[src/rtl/ysyx_22040750_axi_pkg.sv]
// Shared constants for the AXI crossbars: state encoding, channel ids and response codes.
package ysyx_22040750_axi_pkg;

  localparam logic [1:0] IDLE = 2'd0;
  localparam logic [1:0] ADDR = 2'd1;
  localparam logic [1:0] DATA = 2'd2;
  localparam logic [1:0] RESP = 2'd3;

  typedef enum logic [1:0] {
    StIdle = IDLE,
    StAddr = ADDR,
    StData = DATA,
    StResp = RESP
  } state_e;

  localparam logic CH0 = 1'b0;
  localparam logic CH1 = 1'b1;

  localparam logic [1:0] OKAY   = 2'b00;
  localparam logic [1:0] SLVERR = 2'b10;

endpackage

[src/rtl/ysyx_22040750_rr_arb2.sv]
// Two-way round-robin arbiter with a registered priority pointer.
// The pointer moves to the loser only when i_update is pulsed with the winner id.
module ysyx_22040750_rr_arb2
  import ysyx_22040750_axi_pkg::*;
(
  input  logic       i_clk,
  input  logic       i_rst,
  input  logic [1:0] i_req,
  input  logic       i_update,
  input  logic       i_winner,
  output logic       o_grant,
  output logic       o_any
);

  logic r_prio;

  // Priority pointer: after a served request the other channel is preferred.
  always_ff @(posedge i_clk) begin
    if (i_rst) begin
      r_prio <= CH0;
    end else if (i_update) begin
      r_prio <= ~i_winner;
    end
  end

  // Grant: a lone requester wins, a tie goes to the priority holder.
  always_comb begin
    o_any = |i_req;
    case (i_req)
      2'b01:   o_grant = CH0;
      2'b10:   o_grant = CH1;
      2'b11:   o_grant = r_prio;
      default: o_grant = CH0;
    endcase
  end

endmodule

[src/rtl/ysyx_22040750_axi_wr_crossbar.sv]
// Two-initiator AXI4 write crossbar (ch0 = dcache writeback, ch1 = uncached store path).
// One burst at a time; the owner keeps AW, W and B until its B handshake.
// Optional macro YSYX_22040750_WLAST_CHECK_EN: wlast is generated from the captured awlen and a
// mismatching initiator wlast raises the sticky O_wlast_err flag.
module ysyx_22040750_axi_wr_crossbar
  import ysyx_22040750_axi_pkg::*;
#(
  parameter int unsigned ADDR_W = 32,
  parameter int unsigned DATA_W = 64
) (
  input  logic                I_clk,
  input  logic                I_rst,
  output logic [ADDR_W-1:0]   O_axi_awaddr,
  output logic                O_axi_awvalid,
  input  logic                I_axi_awready,
  output logic [7:0]          O_axi_awlen,
  output logic [2:0]          O_axi_awsize,
  output logic [DATA_W-1:0]   O_axi_wdata,
  output logic [DATA_W/8-1:0] O_axi_wstrb,
  output logic                O_axi_wvalid,
  output logic                O_axi_wlast,
  input  logic                I_axi_wready,
  input  logic                I_axi_bvalid,
  input  logic [1:0]          I_axi_bresp,
  output logic                O_axi_bready,
  input  logic [ADDR_W-1:0]   I_ch0_awaddr,
  input  logic                I_ch0_awvalid,
  input  logic [7:0]          I_ch0_awlen,
  input  logic [2:0]          I_ch0_awsize,
  output logic                O_ch0_awready,
  input  logic [DATA_W-1:0]   I_ch0_wdata,
  input  logic [DATA_W/8-1:0] I_ch0_wstrb,
  input  logic                I_ch0_wvalid,
  input  logic                I_ch0_wlast,
  output logic                O_ch0_wready,
  output logic                O_ch0_bvalid,
  output logic [1:0]          O_ch0_bresp,
  input  logic                I_ch0_bready,
  input  logic [ADDR_W-1:0]   I_ch1_awaddr,
  input  logic                I_ch1_awvalid,
  input  logic [7:0]          I_ch1_awlen,
  input  logic [2:0]          I_ch1_awsize,
  output logic                O_ch1_awready,
  input  logic [DATA_W-1:0]   I_ch1_wdata,
  input  logic [DATA_W/8-1:0] I_ch1_wstrb,
  input  logic                I_ch1_wvalid,
  input  logic                I_ch1_wlast,
  output logic                O_ch1_wready,
  output logic                O_ch1_bvalid,
  output logic [1:0]          O_ch1_bresp,
  input  logic                I_ch1_bready,
  output logic                O_wlast_err
);

  state_e r_state;
  state_e w_state_nxt;
  logic   r_owner;

  logic                w_grant;
  logic                w_any;
  logic [ADDR_W-1:0]   w_awaddr;
  logic                w_awvalid;
  logic [7:0]          w_awlen;
  logic [2:0]          w_awsize;
  logic [DATA_W-1:0]   w_wdata;
  logic [DATA_W/8-1:0] w_wstrb;
  logic                w_wvalid;
  logic                w_wlast_in;
  logic                w_wlast_out;
  logic                w_bready;
  logic                w_aw_hs;
  logic                w_w_hs;
  logic                w_b_hs;

  // Owner-selected view of both initiators.
  assign w_awaddr   = r_owner ? I_ch1_awaddr  : I_ch0_awaddr;
  assign w_awvalid  = r_owner ? I_ch1_awvalid : I_ch0_awvalid;
  assign w_awlen    = r_owner ? I_ch1_awlen   : I_ch0_awlen;
  assign w_awsize   = r_owner ? I_ch1_awsize  : I_ch0_awsize;
  assign w_wdata    = r_owner ? I_ch1_wdata   : I_ch0_wdata;
  assign w_wstrb    = r_owner ? I_ch1_wstrb   : I_ch0_wstrb;
  assign w_wvalid   = r_owner ? I_ch1_wvalid  : I_ch0_wvalid;
  assign w_wlast_in = r_owner ? I_ch1_wlast   : I_ch0_wlast;
  assign w_bready   = r_owner ? I_ch1_bready  : I_ch0_bready;

  assign w_aw_hs = (r_state == StAddr) && w_awvalid && I_axi_awready;
  assign w_w_hs  = (r_state == StData) && w_wvalid && I_axi_wready;
  assign w_b_hs  = (r_state == StResp) && I_axi_bvalid && w_bready;

  ysyx_22040750_rr_arb2 u_arb (
    .i_clk    (I_clk),
    .i_rst    (I_rst),
    .i_req    ({I_ch1_awvalid, I_ch0_awvalid}),
    .i_update (w_aw_hs),
    .i_winner (r_owner),
    .o_grant  (w_grant),
    .o_any    (w_any)
  );

`ifdef YSYX_22040750_WLAST_CHECK_EN
  logic [7:0] r_cnt;
  logic [7:0] r_len;
  logic       r_err;

  assign w_wlast_out = (r_cnt == r_len);
  assign O_wlast_err = r_err;

  // Beat counter against the captured awlen; a disagreeing initiator wlast is latched as error.
  always_ff @(posedge I_clk) begin
    if (I_rst) begin
      r_cnt <= 8'd0;
      r_len <= 8'd0;
      r_err <= 1'b0;
    end else begin
      if (w_aw_hs) begin
        r_len <= w_awlen;
        r_cnt <= 8'd0;
      end
      if (w_w_hs) begin
        r_cnt <= r_cnt + 8'd1;
        if (w_wlast_in != w_wlast_out) r_err <= 1'b1;
      end
    end
  end
`else
  assign w_wlast_out = w_wlast_in;
  assign O_wlast_err = 1'b0;
`endif

  // State and ownership registers; owner is latched only when leaving IDLE.
  always_ff @(posedge I_clk) begin
    if (I_rst) begin
      r_state <= StIdle;
      r_owner <= CH0;
    end else begin
      r_state <= w_state_nxt;
      if ((r_state == StIdle) && w_any) r_owner <= w_grant;
    end
  end

  // Next state and channel forwarding; everything outside its own phase stays 0.
  always_comb begin
    w_state_nxt   = r_state;
    O_axi_awaddr  = '0;
    O_axi_awvalid = 1'b0;
    O_axi_awlen   = 8'd0;
    O_axi_awsize  = 3'd0;
    O_axi_wdata   = '0;
    O_axi_wstrb   = '0;
    O_axi_wvalid  = 1'b0;
    O_axi_wlast   = 1'b0;
    O_axi_bready  = 1'b0;
    O_ch0_awready = 1'b0;
    O_ch1_awready = 1'b0;
    O_ch0_wready  = 1'b0;
    O_ch1_wready  = 1'b0;
    O_ch0_bvalid  = 1'b0;
    O_ch1_bvalid  = 1'b0;
    O_ch0_bresp   = OKAY;
    O_ch1_bresp   = OKAY;
    case (r_state)
      StIdle: begin
        if (w_any) w_state_nxt = StAddr;
      end
      StAddr: begin
        O_axi_awaddr  = w_awaddr;
        O_axi_awvalid = w_awvalid;
        O_axi_awlen   = w_awlen;
        O_axi_awsize  = w_awsize;
        if (r_owner) O_ch1_awready = I_axi_awready;
        else         O_ch0_awready = I_axi_awready;
        if (w_aw_hs) w_state_nxt = StData;
      end
      StData: begin
        O_axi_wdata  = w_wdata;
        O_axi_wstrb  = w_wstrb;
        O_axi_wvalid = w_wvalid;
        O_axi_wlast  = w_wlast_out;
        if (r_owner) O_ch1_wready = I_axi_wready;
        else         O_ch0_wready = I_axi_wready;
        if (w_w_hs && w_wlast_out) w_state_nxt = StResp;
      end
      StResp: begin
        O_axi_bready = w_bready;
        if (r_owner) begin
          O_ch1_bvalid = I_axi_bvalid;
          O_ch1_bresp  = I_axi_bresp;
        end else begin
          O_ch0_bvalid = I_axi_bvalid;
          O_ch0_bresp  = I_axi_bresp;
        end
        if (w_b_hs) w_state_nxt = StIdle;
      end
      default: w_state_nxt = StIdle;
    endcase
  end

endmodule

[config.mk]
export PLATFORM = sky130hd
export DESIGN_NAME = ysyx_22040750_axi_wr_crossbar
export DESIGN_NICKNAME = d
export VERILOG_FILES = /design/src/rtl/ysyx_22040750_axi_pkg.sv /design/src/rtl/ysyx_22040750_rr_arb2.sv /design/src/rtl/ysyx_22040750_axi_wr_crossbar.sv
export SDC_FILE = /design/constraint.sdc
export NUM_CORES = 1
export LEC_CHECK = 0
export ABC_CLOCK_PERIOD_IN_PS = 1700
export BUFFER_PORTS_ARGS = -buffer_cell sky130_fd_sc_hd__clkbuf_2
export CAP_MARGIN = 0
export CORE_AREA = 2 2 144 146
export DETAILED_ROUTE_END_ITERATION = 10
export DIE_AREA = 0 0 146 148
export GPL_TIMING_DRIVEN = 0
export PLACE_DENSITY_LB_ADDON = 0.08
export SLEW_MARGIN = 20
export SYNTH_ARGS = -nofsm -noshare
export SYNTH_HDL_FRONTEND = slang
export SYNTH_SLANG_ARGS = --single-unit
export TNS_END_PERCENT = 5
[constraint.sdc]
create_clock -name I_clk -period 1.7 [get_ports I_clk]
set_clock_uncertainty 0.05 [all_clocks]
set_input_delay 0.34 -clock I_clk [delete_from_list [all_inputs] [get_ports I_clk]]
set_output_delay 0.34 -clock I_clk [all_outputs]
set_load 0.03 [all_outputs]
==> results of run 1 <==
kinds of logic (layout without fill, tap and decap cells):
kind of cell / count (synthesis) / after routing / synth area share (%)
compound gates: 10 / 10 / 3.84
fa+ha+maj: 4 / 4 / 2.05
buf+inv: 33 / 425 / 5.99
flops: 4 / 4 / 3.28
mux: 120 / 120 / 49.2
other cells: 1 / 1 / 0.154
simple gates: 141 / 141 / 35.5
placed cells by master (no fill, tap or decap), types with 2 or more instances in the layout:
cell	synthesis	layout
a21oi_1	2	2
and2_4	0	4
and3_1	7	6
buf_12	0	11
buf_16	0	6
buf_2	12	2
buf_4	2	21
buf_6	0	12
buf_8	0	50
clkbuf_16	0	6
clkbuf_2	0	268
clkbuf_4	0	29
clkbuf_8	0	15
dfxtp_4	0	3
ha_4	0	2
inv_1	5	4
mux2i_1	119	52
mux2i_2	0	8
mux2i_4	0	59
nand2_1	3	3
nand2b_1	3	3
nor2_1	3	3
nor2b_1	119	47
nor2b_2	0	10
nor2b_4	0	62
registers in the layout (all words and copies together), names as in the netlist:
signal and flops:
u_arb.r_prio 1, r_owner 1, r_state 2
through the flow:
| stage | std cells | util, % | TNS [ps] |
|---|---|---|---|
| finish | 975 | 36.6 | -23080 |
| global placement | 956 | 25.6 | -56890 |
| floorplan | 313 | - | -4770 |
| detailed placement | 956 | 25.6 | -59740 |
| CTS | 974 | 35.0 | -26920 |
| global route | 975 | 36.6 | -31030 |
timing repair:
action                                  in CTS  in global routing
gates cloned                                 5                  1
buffers inserted                            10                  0
endpoints found under the setup margin     132                131
resized for setup                          370                117
pin swaps                                    2                  3
cell type report:
type,instances,area share [%]
clock buffers,3,1.02
inverters,5,0.290
multi-input cells,276,48.1
repair buffers,389,38.8
plain buffers,28,5.94
flip-flops and latches,4,1.25
well taps,270,4.61
where the power goes:
part / total, mW / internal (mW) / leakage, nW / switching, mW
combinational: 7.09 / 3.74 / 3.09 / 3.35
clock: 0.367 / 0.301 / 0.0370 / 0.0660
sequential: 0.194 / 0.143 / 0.0350 / 0.0510
total: 7.65 / 4.18 / 3.16 / 3.47
worst min-delay path by stage:
stage	start	end	slack, ps	cells after the start
2_1_floorplan	I_rst	r_owner$_SDFFE_PP0P_	360	1
5_1_grt	I_rst	r_owner$_SDFFE_PP0P_	290	2
4_1_cts	I_rst	u_arb.r_prio$_SDFFE_PP0P_	280	2
6_report	I_rst	u_arb.r_prio$_SDFFE_PP0P_	270	2
3_5_place_dp	r_state[1]$_SDFFE_PP0P_	r_state[1]$_SDFFE_PP0P_	450	2
3_3_place_gp	r_state[1]$_SDFFE_PP0P_	r_state[1]$_SDFFE_PP0P_	440	2
routing by layer:
layer / wire length (µm) / up-vias / GRT usage [%]
li1: - / 1857 / -
met1: 5060 / 1742 / 13.3
met2: 8550 / 223 / 27.8
met3: 1250 / 12 / 2.99
met4: 176 / 0 / 2.04
met5: 0 / - / 0
worst reg2reg max path, cell delays in order (launching register included):
cell	delay, ps
dfxtp_4	350
inv_1	110
ha_4	180
buf_4	140
nand2b_1	50
a21oi_1	320
a2111oi_4	90
o221a_1	260
==> results.ini, run 1 <==
[status]
status=complete, but fails checks
violations=setup timing

[clocking]
cts-root-buf=clkbuf_16
path_clk_slew_ps=30
clock_latency_ps=220
cts_sinks=4
numCtsBuffers=3
cts_hold_buf=0
h-tree-depth=1
clockBufferDepth=2
cts_tree=yes

[power]
p_total_mw=7.65
ir_worst_vdd_v=0.000588
leakage_nw=3.16
powerDensity_mw_per_mm2=1040

[layout]
syn2layout_area_growth_pct=200
final_area_mm2=0.00733
n_antenna_cell=0
fin_nets=956
drive_gt1_share_pct=81.6
seq_area_um2=91.3
multi_input_area_mm2=0.00352
nFillCells=2066

[placement]
dp_slack_ps=-717
portBuffers=373
hpwlAfterDp_um=12300
place_area_mm2=0.00513
place_congestion=0.833

[floorplan]
die_y_um=148
floorplan.rows=52
initial_utilization_pct=12.2
fp.dieW_um=146
io_pins=375
fp.coreArea_mm2=0.0200
dieArea_mm2=0.0216

[sta]
rsz0062_at_grt=yes
slew_violations=0
setup_ws_ps=-264
finalSetupViolations=127
post-route-period-util_pct=116
hold_viol_final=0
max_freq_mhz=509
holdWs_ps=274
period_needed_ps=1960

[synthesis]
synth_enable_flop_cells=0
synth_nets=562
synthDistinctLibCells=26
ys_seq_elements=4
synthCells=313
synthFlopType=dfxtp_1
synthTopCellsByArea=mux2i_1 49%, nor2b_1 30%, dfxtp_1 3.3%
yosysSeqAreaShare_pct=3.28
syn_area_mm2=0.00244
synth_async_sr_flop_share_pct=0
synth.avg_cell_area_um2=7.80
synth_area_leader_cell=mux2i_1
synth_top_area_share_pct=48.8
synth_common_cells=119 x mux2i_1, 119 x nor2b_1, 14 x clkbuf_1, 12 x buf_2, 7 x and3_1
yosys_warnings=0

[setup_path]
reg2reg_slack_ps=20
crit_path_max_incr_delay_ps=340
crit_path_end_kind=output pin
crit_family=buffers and inverters
cp.arrival_ps=1570
critical_path_buf_inv_count=5
path_depth=7
path_class=reg2out
slowest_stage=dfxtp_4
rr_endpoint=r_state[0]$_SDFFE_PP0P_
worst_path_most_repeated_cell=buf_8
cp-startpoint=r_owner$_SDFFE_PP0P_
crit_chain=buf_8, buf_12, buf_4, clkbuf_16, mux2i_4, nor2b_4, buf_8
reg2reg_depth=7
r2r-start=r_state[1]$_SDFFE_PP0P_
crit_end=O_axi_wdata[44]
required_ps=1310
crit_path_max_fanout=5
start_kind=flip-flop

[drt]
dr_total_vias=3834
drc=0
vias_per_cell=3.93
drt_iter0_markers=30
final_antenna_net_count=0
drt-pass1-iter-count=4
wirelength_um=15000
wl_per_cell_um=15.4

[global_routing]
grt_overflow=0
antenna_found_initial=0
grt_first_pass_wirelength_um=22800
grt_pass1_vias=4200
grt_max_degree=11
grtUsageTotal_pct=13.2

[hold_path]
hold_class=in2reg

[job]
maxCapViolations=0

Power figures use the tool's default switching activity.
==> run 2, diff against run 1 <==
Settings changed: GPL_TIMING_DRIVEN 0 to unset.
==> results.ini, run 2 (synthesized netlist as in run 1, its figures left out) <==
[status]
status=complete, but fails checks
violations=setup timing

[clocking]
h-tree-depth=1  ; unchanged
cts_sinks=4  ; unchanged
numCtsBuffers=3  ; unchanged
cts_tree=yes
cts_hold_buf=0  ; unchanged
clockBufferDepth=2  ; unchanged
clock_latency_ps=230  ; about the same
cts-root-buf=clkbuf_16
path_clk_slew_ps=30  ; about the same

[global_routing]
grt_overflow=0  ; unchanged
antenna_found_initial=0  ; unchanged
grt_pass1_vias=3846  ; -8.4%
grt_max_degree=32  ; +21
grtUsageTotal_pct=11.4  ; -1.9 points
grt_first_pass_wirelength_um=20000  ; -13%

[drt]
wirelength_um=14100  ; -6.0%
drt-pass1-iter-count=3  ; -1
drt_iter0_markers=38  ; +27%
drc=0  ; unchanged
final_antenna_net_count=0  ; unchanged
dr_total_vias=3700  ; -3.5%
wl_per_cell_um=14.6  ; -5.2%
vias_per_cell=3.83  ; -2.6%

[power]
powerDensity_mw_per_mm2=1050  ; +0.12%
p_total_mw=6.80  ; -11%
pwr-share-clk_pct=5.7  ; +0.9 points
leakage_nw=2.97  ; -6.1%
p_sw_mw=3.27  ; -5.9%
intPower_mw=3.54  ; -15%
switching_share_pct=48.0  ; +2.6 points
comb_power_share_pct=91.4  ; -1.3 points
power.share.sequential_pct=2.9  ; +0.4 points
ir_worst_vdd_v=0.000404  ; -31%

[setup_path]
start_kind=flip-flop
path_depth=5  ; -2
crit_path_max_fanout=17  ; +12
critical_path_buf_inv_count=3  ; -2
cp.arrival_ps=1500  ; -70 ps
crit_path_max_incr_delay_ps=390  ; +50 ps
crit_family=buffers and inverters
required_ps=1310  ; about the same
crit_path_end_kind=output pin
crit_chain=buf_12, buf_16, mux2i_4, nor2b_4, buf_2
slowest_stage=dfxtp_4
path_class=reg2out
reg2reg_depth=6  ; -1

[sta]
rsz0062_at_grt=yes
post-route-period-util_pct=111  ; -4.6 points
hold_viol_final=0  ; unchanged
fin_setup_tns_ps=-14890  ; +8190 ps
setup_ws_ps=-186  ; +78.0 ps
period_needed_ps=1890  ; -78.0 ps
finalSetupViolations=125  ; -1.6%
holdWs_ps=266  ; -7.96 ps
max_freq_mhz=530  ; +4.1%
slew_violations=0  ; unchanged

[floorplan]
initial_utilization_pct=12.2  ; unchanged
io_pins=375  ; unchanged
fp.dieW_um=146  ; unchanged
floorplan.rows=52  ; unchanged
fp.coreArea_mm2=0.0200  ; unchanged
dieArea_mm2=0.0216  ; unchanged
die_y_um=148  ; unchanged

[layout]
layout.cells.most_common=clkbuf_2
drive_gt1_share_pct=80.0  ; -1.5 points
syn2layout_area_growth_pct=167
top_regs=r_state: 2 flops, r_owner: 1 flops, u_arb.r_prio: 1 flops
fin_nets=946  ; -1.0%
largest_register_ffs=2  ; unchanged
postLayoutCoreUtil_pct=32.5  ; -4.1 points
nFillCells=2133  ; +3.2%
n_antenna_cell=0  ; unchanged
layout_common_cells=268 x clkbuf_2, 63 x mux2i_1, 61 x nor2b_4
regMostFlops=r_state

[placement]
portBuffers=373  ; unchanged
place_congestion=0.797  ; -4.2%
hpwlAfterDp_um=11400  ; -7.1%
dp_slack_ps=-40.9  ; +676 ps

[hold_path]
hold_class=in2reg
worstHoldPathCells=2  ; unchanged

[job]
maxCapViolations=0  ; unchanged

## run 2: cell types whose count changed in the layout (fill, tap and decap cells not counted), moves of 6 or more
| cell | previous run | this run |
|---|---|---|
| mux2i_2 | 8 | 25 |
| mux2i_4 | 59 | 31 |
| clkbuf_4 | 29 | 42 |
| clkbuf_8 | 15 | 4 |
| buf_4 | 21 | 27 |
| mux2i_1 | 52 | 63 |
| buf_8 | 50 | 7 |
| buf_2 | 2 | 25 |
## run 2: layout make-up
cell class	count	area [µm²]	share of cell area (%)
clock buffer	4	78.8	1.21
inverter	5	21.3	0.327
multi-input combinational	276	3240	49.8
sequential	4	88.8	1.36
tap	270	338	5.19
timing repair buffer	407	2740	42.1
## run 2: per-layer routing
metal / track usage, % / up-vias / routed length [µm]
li1: - / 1828 / -
met1: 11.2 / 1656 / 4840
met2: 24.1 / 214 / 8000
met3: 3.15 / 2 / 1260
met4: 1.07 / 0 / 31
met5: 0 / - / 0
## run 2: final timing paths
check / startpoint / slack [ps] / end
setup / recovery: r_owner$_SDFFE_PP0P_ / -190 / O_axi_wdata[58]
hold / removal: I_rst / 270 / r_owner$_SDFFE_PP0P_
setup reg to reg: r_owner$_SDFFE_PP0P_ / 40 / r_state[1]$_SDFFE_PP0P_
hold reg to reg: r_state[1]$_SDFFE_PP0P_ / 460 / r_state[1]$_SDFFE_PP0P_
## run 2: timing repair
action,4_1_cts,5_1_grt
gates resized for setup,141,145
pin swaps,2,5
setup endpoints to repair,131,131
buffers inserted,2,6
cloned,1,4
## run 2: through the flow
| stage | instance area (µm²) | std cells |
|---|---|---|
| after floorplan | 2930 | 313 |
| after global placement | 5300 | 949 |
| after detailed placement | 5300 | 949 |
| after CTS | 5920 | 956 |
| after global routing | 6510 | 966 |
| final | 6510 | 966 |
## run 2: power by group through the flow
stage / sequential, mW / combinational [mW] / clock (mW)
finish: 0.199 / 6.22 / 0.389
global route: 0.205 / 6.56 / 0.407
CTS: 0.177 / 5.72 / 0.391
detailed placement: 0.167 / 5.15 / 0
global placement: 0.166 / 5.14 / 0
floorplan: 0.154 / 3.62 / 0
==> run 3, diff against run 2 <==
Settings changed: ABC_CLOCK_PERIOD_IN_PS 1700 to 1920, REMOVE_ABC_BUFFERS set to 1.
Clock period 1.7 ns to 1.92 ns, I/O delays scaled along.
==> results.ini, run 3 (synthesized netlist as in run 1, its figures left out) <==
[layout]
layout.cells.most_common=clkbuf_2
multi_input_area_mm2=0.00231  ; -29%
n_antenna_cell=0  ; unchanged
drive_gt1_share_pct=63.4  ; -17 points
syn2layout_area_growth_pct=121
top_regs=r_state: 2 flops, r_owner: 1 flops, u_arb.r_prio: 1 flops
fin_nets=939  ; -0.74%
final_area_mm2=0.00539  ; -17%
regMostFlops=r_state
nFillCells=2227  ; +4.4%
layout_common_cells=281 x clkbuf_2, 114 x mux2i_1, 101 x nor2b_1
seq_area_um2=88.8  ; unchanged
largest_register_ffs=2  ; unchanged

[placement]
portBuffers=373  ; unchanged
hpwlAfterDp_um=12200  ; +7.0%
place_area_mm2=0.00467  ; -12%
place_congestion=0.833  ; +4.5%
dp_slack_ps=140  ; +181 ps

[clocking]
numCtsBuffers=3  ; unchanged
clockBufferDepth=2  ; unchanged
h-tree-depth=1  ; unchanged
clock_latency_ps=230  ; about the same
cts_tree=yes
cts-root-buf=clkbuf_16
path_clk_slew_ps=40  ; about the same
cts_sinks=4  ; unchanged
cts_hold_buf=0  ; unchanged

[floorplan]
io_pins=375  ; unchanged
floorplan.rows=52  ; unchanged
die_y_um=148  ; unchanged
initial_utilization_pct=12.2  ; unchanged
fp.dieW_um=146  ; unchanged
fp.coreArea_mm2=0.0200  ; unchanged
dieArea_mm2=0.0216  ; unchanged

[drt]
final_antenna_net_count=0  ; unchanged
drc=0  ; unchanged
vias_per_cell=3.82  ; -0.28%
wirelength_um=16000  ; +13%
drt-pass1-iter-count=4  ; +1
dr_total_vias=3663  ; -1.0%
wl_per_cell_um=16.7  ; +14%
drt_iter0_markers=72  ; +89%

[setup_path]
crit_path_end_kind=output pin
reg2reg_slack_ps=90  ; +50 ps
start_kind=flip-flop
cp.arrival_ps=1480  ; -20 ps
rr_endpoint=r_state[1]$_SDFFE_PP0P_
reg2reg_depth=7  ; +1
required_ps=1490  ; +180 ps
crit_path_max_fanout=33  ; +16
path_class=reg2out
r2r-start=r_owner$_SDFFE_PP0P_

[sta]
fin_setup_tns_ps=0  ; +14890 ps
setup_ws_ps=4.92  ; +191 ps
period_needed_ps=1920
finalSetupViolations=0  ; -100%
slew_violations=0  ; unchanged
max_freq_mhz=522
hold_viol_final=0  ; unchanged
rsz0062_at_grt=yes
post-route-period-util_pct=99.7

[power]
leakage_nw=2.74  ; -7.9%
powerDensity_mw_per_mm2=965  ; -7.7%
ir_worst_vdd_v=0.000275  ; -32%
p_total_mw=5.20  ; -24%

[global_routing]
grt_first_pass_wirelength_um=20200  ; +1.3%
grtUsageTotal_pct=11.9  ; +0.55 points
grt_overflow=0  ; unchanged
gr-usage-met1_pct=12.4  ; +1.3 points
antenna_found_initial=2  ; +2
grt.busiest_layer=met2
use_met2_pct=23.7  ; -0.42 points
grt_max_degree=56  ; +75%
grt_use_met3_pct=3.58  ; +0.43 points
grt_pass1_vias=3573  ; -7.1%

[hold_path]
worstHoldPathCells=2  ; unchanged
hold_end=u_arb.r_prio$_SDFFE_PP0P_
hold_class=in2reg
worstHoldStart=I_rst

[job]
maxCapViolations=0  ; unchanged

[status]
status=complete, no violations

## run 3: cell count changes in the layout (fill, tap and decap cells not counted), moves of 31 or more
cell | before | now
nor2b_4 | 61 | 0
nor2b_1 | 45 | 101
mux2i_1 | 63 | 114
buf_4 | 27 | 62
clkbuf_4 | 42 | 7
mux2i_4 | 31 | 0
## run 3: how the worst max path moves through the flow
stage	from	endpoint	slack [ps]	depth (start not counted)
after floorplan	r_owner$_SDFFE_PP0P_	r_state[0]$_SDFFE_PP0P_	-3690	4
after global placement	r_state[0]$_SDFFE_PP0P_	O_axi_wdata[33]	140	5
after detailed placement	r_state[0]$_SDFFE_PP0P_	O_axi_wdata[31]	140	5
after CTS	r_state[0]$_SDFFE_PP0P_	O_axi_wdata[31]	-50	5
after global routing	r_owner$_SDFFE_PP0P_	O_axi_wvalid	-40	6
final	r_owner$_SDFFE_PP0P_	O_axi_wdata[56]	5	5
## run 3: worst max-delay path, cell delays in order (launching register included)
cell	delay [ps]
dfxtp_4	360
buf_12	130
buf_16	220
mux2i_2	260
nor2b_2	70
clkbuf_8	160
## run 3: stage by stage
| step | util [%] | hold WS, ps | cells |
|---|---|---|---|
| 5_1_grt | 26.9 | 318 | 959 |
| 4_1_cts | 24.8 | 312 | 945 |
| 3_3_place_gp | 23.3 | 448 | 939 |
| 3_5_place_dp | 23.3 | 454 | 939 |
| 2_1_floorplan | - | 406 | 285 |
| 6_report | 26.9 | 324 | 959 |
## run 3: routing by layer
metal | wire length [µm] | vias to the layer above | part of all wire [%]
met3 | 1500 | 14 | 9.4
li1 | - | 1814 | -
met5 | 8 | - | 0.050
met2 | 8560 | 234 | 53
met4 | 199 | 2 | 1.2
met1 | 5730 | 1599 | 36
## run 3: repair_timing
item                                   4_1_cts  5_1_grt
buffers inserted                             2        5
pin swaps                                    0        1
endpoints found under the hold margin        0        0
resized for setup                           63      161
cloned                                       0        9
setup endpoints to repair                  101      127
## run 3: area by class of cell
type / count / share of cell area [%]
clock buffers: 4 / 1.46
multi-input cells: 276 / 42.9
well taps: 270 / 6.27
flip-flops and latches: 4 / 1.65
inverters: 5 / 0.348
repair buffers: 400 / 47.4
## run 3: power breakdown
part,switching (mW),internal (mW)
Clock,0.0698,0.275
Sequential,0.0418,0.124
Combinational,2.62,2.07
Total,2.73,2.47
